$ cat config.mk
export PLATFORM = sky130hd
export DESIGN_NAME = mem_access_stage
export DESIGN_NICKNAME = d
export VERILOG_FILES = /design/src/rtl/mem_access_stage.sv
export SDC_FILE = /design/constraint.sdc
export NUM_CORES = 1
export LEC_CHECK = 0
export ABC_CLOCK_PERIOD_IN_PS = 14500
export CAP_MARGIN = 20
export CORE_ASPECT_RATIO = 2
export CORE_MARGIN = 4
export CORE_UTILIZATION = 44
export DETAILED_ROUTE_END_ITERATION = 8
export GPL_TIMING_DRIVEN = 0
export PLACE_DENSITY = 0.9
export REMOVE_ABC_BUFFERS = 1
export SLEW_MARGIN = 20
export SYNTH_ARGS = -nofsm -noshare
export SYNTH_HDL_FRONTEND = slang
export SYNTH_SLANG_ARGS = --single-unit
$ cat constraint.sdc
create_clock -name clk_i -period 14.5 [get_ports clk_i]
set_clock_uncertainty 0.15 [all_clocks]
set_input_delay 2.9 -clock clk_i [delete_from_list [all_inputs] [get_ports clk_i]]
set_output_delay 2.9 -clock clk_i [all_outputs]
set_load 0.02 [all_outputs]
$ cat src/rtl/mem_access_stage.sv
// EX/MEM pipeline register and MEM stage: word loads/stores over a req/ack data memory,
// pipeline freeze while an access is outstanding, timeout abort, and the MEM/WB register.
module mem_access_stage #(
    parameter int DATA_W  = 32,
    parameter int RADDR_W = 5,
    parameter int TIMEOUT = 16
) (
    input  logic               clk_i,
    input  logic               rst_i,
    input  logic [DATA_W-1:0]  ex_alu_res_i,
    input  logic [DATA_W-1:0]  ex_store_data_i,
    input  logic [RADDR_W-1:0] ex_rd_addr_i,
    input  logic               ex_regwrite_i,
    input  logic               ex_memtoreg_i,
    input  logic               ex_memread_i,
    input  logic               ex_memwrite_i,
    output logic               stall_o,
    output logic [DATA_W-1:0]  fwd_alu_res_o,
    output logic [RADDR_W-1:0] fwd_rd_addr_o,
    output logic               fwd_regwrite_o,
    output logic               dmem_req_o,
    output logic               dmem_we_o,
    output logic [DATA_W-1:0]  dmem_addr_o,
    output logic [DATA_W-1:0]  dmem_wdata_o,
    input  logic               dmem_ack_i,
    input  logic [DATA_W-1:0]  dmem_rdata_i,
    output logic               wb_regwrite_o,
    output logic               wb_memtoreg_o,
    output logic [RADDR_W-1:0] wb_rd_addr_o,
    output logic [DATA_W-1:0]  wb_alu_res_o,
    output logic [DATA_W-1:0]  wb_mem_data_o,
    output logic               mem_err_o
);

    localparam int CNT_W = $clog2(TIMEOUT + 1);
    localparam logic [CNT_W-1:0] LAST_WAIT = CNT_W'(TIMEOUT - 1);

    typedef enum logic {
        ST_IDLE,
        ST_WAIT
    } state_t;

    state_t             state_q, state_d;
    logic [CNT_W-1:0]   cnt_q, cnt_d;

    logic [DATA_W-1:0]  exm_alu_res;
    logic [DATA_W-1:0]  exm_store_data;
    logic [RADDR_W-1:0] exm_rd_addr;
    logic               exm_regwrite;
    logic               exm_memtoreg;
    logic               exm_memread;
    logic               exm_memwrite;

    logic memop;
    logic misaligned;
    logic aligned_memop;
    logic abort;

    // A load with memwrite also set behaves as a load, so memread alone selects the direction.
    assign memop         = exm_memread | exm_memwrite;
    assign misaligned    = memop & (exm_alu_res[1:0] != 2'b00);
    assign aligned_memop = memop & ~misaligned;
    assign abort         = aligned_memop & (state_q == ST_WAIT) & (cnt_q == LAST_WAIT) & ~dmem_ack_i;

    assign stall_o       = aligned_memop & ~dmem_ack_i & ~abort;
    assign mem_err_o     = misaligned | abort;

    assign dmem_req_o    = aligned_memop;
    assign dmem_we_o     = aligned_memop & exm_memwrite & ~exm_memread;
    assign dmem_addr_o   = {exm_alu_res[DATA_W-1:2], 2'b00};
    assign dmem_wdata_o  = exm_store_data;

    assign fwd_alu_res_o  = exm_alu_res;
    assign fwd_rd_addr_o  = exm_rd_addr;
    assign fwd_regwrite_o = exm_regwrite;

    always_ff @(posedge clk_i or posedge rst_i) begin
        if (rst_i) begin
            state_q <= ST_IDLE;
            cnt_q   <= '0;
        end else begin
            state_q <= state_d;
            cnt_q   <= cnt_d;
        end
    end

    // The counter tracks how many request cycles have already elapsed for the access in flight.
    always_comb begin
        state_d = state_q;
        cnt_d   = cnt_q;
        case (state_q)
            ST_IDLE: begin
                if (aligned_memop && !dmem_ack_i) begin
                    state_d = ST_WAIT;
                    cnt_d   = CNT_W'(1);
                end
            end
            ST_WAIT: begin
                if (dmem_ack_i || abort) begin
                    state_d = ST_IDLE;
                    cnt_d   = '0;
                end else begin
                    cnt_d   = cnt_q + CNT_W'(1);
                end
            end
            default: begin
                state_d = ST_IDLE;
                cnt_d   = '0;
            end
        endcase
    end

    always_ff @(posedge clk_i or posedge rst_i) begin
        if (rst_i) begin
            exm_alu_res    <= '0;
            exm_store_data <= '0;
            exm_rd_addr    <= '0;
            exm_regwrite   <= 1'b0;
            exm_memtoreg   <= 1'b0;
            exm_memread    <= 1'b0;
            exm_memwrite   <= 1'b0;
        end else if (!stall_o) begin
            exm_alu_res    <= ex_alu_res_i;
            exm_store_data <= ex_store_data_i;
            exm_rd_addr    <= ex_rd_addr_i;
            exm_regwrite   <= ex_regwrite_i;
            exm_memtoreg   <= ex_memtoreg_i;
            exm_memread    <= ex_memread_i;
            exm_memwrite   <= ex_memwrite_i;
        end
    end

    // Misaligned and aborted accesses still retire, but with their register write suppressed.
    always_ff @(posedge clk_i or posedge rst_i) begin
        if (rst_i) begin
            wb_regwrite_o <= 1'b0;
            wb_memtoreg_o <= 1'b0;
            wb_rd_addr_o  <= '0;
            wb_alu_res_o  <= '0;
            wb_mem_data_o <= '0;
        end else if (stall_o) begin
            wb_regwrite_o <= 1'b0;
        end else begin
            wb_regwrite_o <= exm_regwrite & ~misaligned & ~abort;
            wb_memtoreg_o <= exm_memtoreg;
            wb_rd_addr_o  <= exm_rd_addr;
            wb_alu_res_o  <= exm_alu_res;
            if (aligned_memop && exm_memread && dmem_ack_i) begin
                wb_mem_data_o <= dmem_rdata_i;
            end
        end
    end

endmodule
==> impl_metrics.json <==
{
  "synth_cells": 381,
  "pin_count": 285,
  "clock_latency_ns": 0.40,
  "die_h_um": 173,
  "cts_sinks": 150,
  "worstPathArrival_ns": 5.33,
  "slew_viol_final": 0,
  "area_growth_syn_to_layout_pct": 57.4,
  "max_freq_mhz": 119,
  "numPortBuffers": 282,
  "numCtsBuffers": 17,
  "rsz0062_at_grt": "no",
  "drc": 0,
  "r2r_cells": 8,
  "crit_required_ns": 11.45,
  "initial_core_util_pct": 44.6,
  "first_global_vias": 4626,
  "setup_violations": 0,
  "grt_remaining_overflow": 0,
  "yosysSeqAreaShare_pct": 62.9,
  "power_density_mw_per_mm2": 136,
  "rows": 60,
  "ctsResizeCount": 0,
  "dieArea_mm2": 0.0156,
  "antenna_found_initial": 0,
  "nets": 750,
  "hold_end": "dmem_wdata_o[22]",
  "syn_area_per_cell_um2": 15.7,
  "timing.slew.headroom_pct": 51.3,
  "viasPerCell": 4.93,
  "crit_path_end_kind": "output pin",
  "die_x_um": 90.3,
  "holdBufCountCts": 0,
  "crit_type": "primary input to output pin",
  "path_max_fanout": 24,
  "ctsHtreeMaxLevel": 4,
  "dp.cells": 776,
  "gp_congestion": 0.805,
  "leakage_nw": 3.88,
  "layout-drive-gt1-share_pct": 15.6,
  "worstHoldStart": "dmem_wdata_o[22]",
  "dpl-instance-area_mm2": 0.00879,
  "total_power_mw": 1.28,
  "cts_tree": "built",
  "drv_cap": 0,
  "synth-seq-cells": 150,
  "hold_class": "flip-flop to flip-flop",
  "place_ws_ns": 6.14,
  "postRouteWirelength_um": 15900,
  "antenna_cells": 0,
  "reg2reg_slack_ns": 11.83,
  "core_mm2": 0.0134,
  "grt_max_degree": 86,
  "num_vias": 3979,
  "tns_ns": 0,
  "crit_path_start_kind": "primary input",
  "clk_pin_slew_ns": 0.06,
  "grt_use_total_pct": 21.0,
  "ys_types": 30,
  "instances_no_fill": 807,
  "hpwl_um": 12200,
  "min_path_cells": 1,
  "wl_per_cell_um": 19.8,
  "status": "completed",
  "peakVddDrop_v": 0.0000923,
  "fin_crit_sh_pct": 57.8,
  "timing.rr.end": "dmem_wdata_o[20]",
  "hold_violations": 0,
  "synthesis.area_mm2": 0.00597,
  "grt_pass1_wl_um": 25300,
  "ys_warn_count": 0,
  "cts-root-buf": "clkbuf_16",
  "setup_slack_ns": 6.12,
  "drt_iter0_drc": 94,
  "period_needed_ns": 8.38,
  "first_pass_iters": 4,
  "clockBufferDepth": 2,
  "fin_area_mm2": 0.00939,
  "r2r-start": "cnt_q[0]",
  "worstMarginPinSlew_ns": 0.730,
  "post_cts_buffers": 0,
  "drtAntennaViolNets": 0
}
-- flip-flops by register name (all words and copies together), names as in the netlist --
signal and flops:
cnt_q 5, wb_memtoreg_o 1, fwd_regwrite_o 1, fwd_rd_addr_o 5, fwd_alu_res_o 32, wb_regwrite_o 1
exm_memtoreg 1, dmem_wdata_o 32, state_q 1, wb_mem_data_o 32, exm_memread 1, wb_rd_addr_o 5
exm_memwrite 1, wb_alu_res_o 32
-- how the worst max path moves through the flow --
stage | from | end | slack (ns) | depth (start not counted)
2_1_floorplan | dmem_ack_i | stall_o | 4.89 | 2
3_3_place_gp | dmem_ack_i | stall_o | 2.25 | 4
3_5_place_dp | dmem_ack_i | stall_o | 6.14 | 6
4_1_cts | dmem_ack_i | stall_o | 6.13 | 6
5_1_grt | dmem_ack_i | stall_o | 6.03 | 6
6_report | dmem_ack_i | stall_o | 6.12 | 6
-- metal layers --
layer  wire (um)  vias up  GRT usage, %
li1            -     1808             -
met1        5400     1961          20.9
met2        9140      178          39.6
met3         809       32          5.70
met4         596        0          9.59
met5           0        -             0
-- logic make-up after synthesis --
family | count (synthesis) | share of synthesized area (%)
other | 1 | 0.0629
multiplexers | 139 | 26.2
AND/OR/NAND/NOR | 21 | 2.16
AO/OA/AOI/OAI | 15 | 1.57
flip-flops | 150 | 62.9
adder cells (fa/ha/maj) | 2 | 0.419
buffers and inverters | 52 | 6.48
XOR/XNOR | 1 | 0.147
-- final cells by class --
cell class                 count  area [um^2]
clock buffer                  20          447
clock inverter                11          150
fill                         912         3970
inverter                       3         18.8
multi-input combinational    180         1840
sequential                   150         3750
tap                          155          194
timing repair buffer         288         2990
-- cell usage after synthesis --
master | n | area [um^2]
nand3_1 | 1 | 5.00
a21oi_2 | 1 | 8.76
clkbuf_1 | 2 | 7.51
xor2_1 | 1 | 8.76
a31oi_1 | 1 | 6.26
buf_6 | 8 | 90.1
nor4b_1 | 1 | 8.76
nor3_1 | 1 | 5.00
dfrtp_1 | 150 | 3750
nand2b_1 | 2 | 12.5
buf_4 | 33 | 248
a21oi_1 | 4 | 20.0
conb_1 | 1 | 3.75
nor2_1 | 2 | 7.51
or4_4 | 1 | 11.3
mux2_2 | 63 | 709
o22ai_1 | 1 | 6.26
and3_1 | 3 | 18.8
ha_1 | 2 | 25.0
o21ai_0 | 3 | 15.0
nand3b_1 | 4 | 30.0
inv_1 | 3 | 11.3
a21boi_0 | 1 | 7.51
nand2_1 | 3 | 11.3
a21o_1 | 2 | 15.0
mux2_1 | 76 | 856
nor2b_1 | 3 | 18.8
o21bai_1 | 1 | 7.51
a211oi_1 | 1 | 7.51
buf_2 | 6 | 30.0
-- power breakdown --
group,leakage [nW],internal (mW),total [mW],switching [mW]
Clock,0.287,0.276,0.444,0.168
Combinational,1.83,0.172,0.321,0.149
Sequential,1.77,0.475,0.511,0.0358
Total,3.88,0.922,1.28,0.353
-- worst max-delay path, cell delays in order --
cell and delay [ns]:
clkdlybuf4s50_1 0.49, or4_4 0.56, a21oi_4 0.32, buf_16 0.22, buf_16 0.19, clkdlybuf4s50_1 0.64
-- layout by cell type (no fill, tap or decap), drive strengths merged, types with 2 or more instances in the layout --
cell type / Yosys / layout
a21o: 2 / 2
ha: 2 / 2
clkbuf: 2 / 20
a21oi: 5 / 5
dfrtp: 150 / 150
clkdlybuf4s50: 0 / 282
nand3b: 4 / 4
conb: 1 / 2
inv: 3 / 5
clkinv: 0 / 4
nor2: 2 / 2
nor2b: 3 / 3
nand2: 3 / 3
o21ai: 3 / 3
clkinvlp: 0 / 2
nand2b: 2 / 2
mux2: 139 / 139
and3: 3 / 3
buf: 47 / 6
bufinv: 0 / 3
-- stage by stage --
stage                     utilization (%)  hold WS [ns]
after detailed placement             65.8         0.316
after CTS                            70.3         0.344
after floorplan                         -         0.302
after global placement               64.4         0.312
final                                70.3         0.340
after global routing                 70.3         0.362
Power figures use the tool's default switching activity.
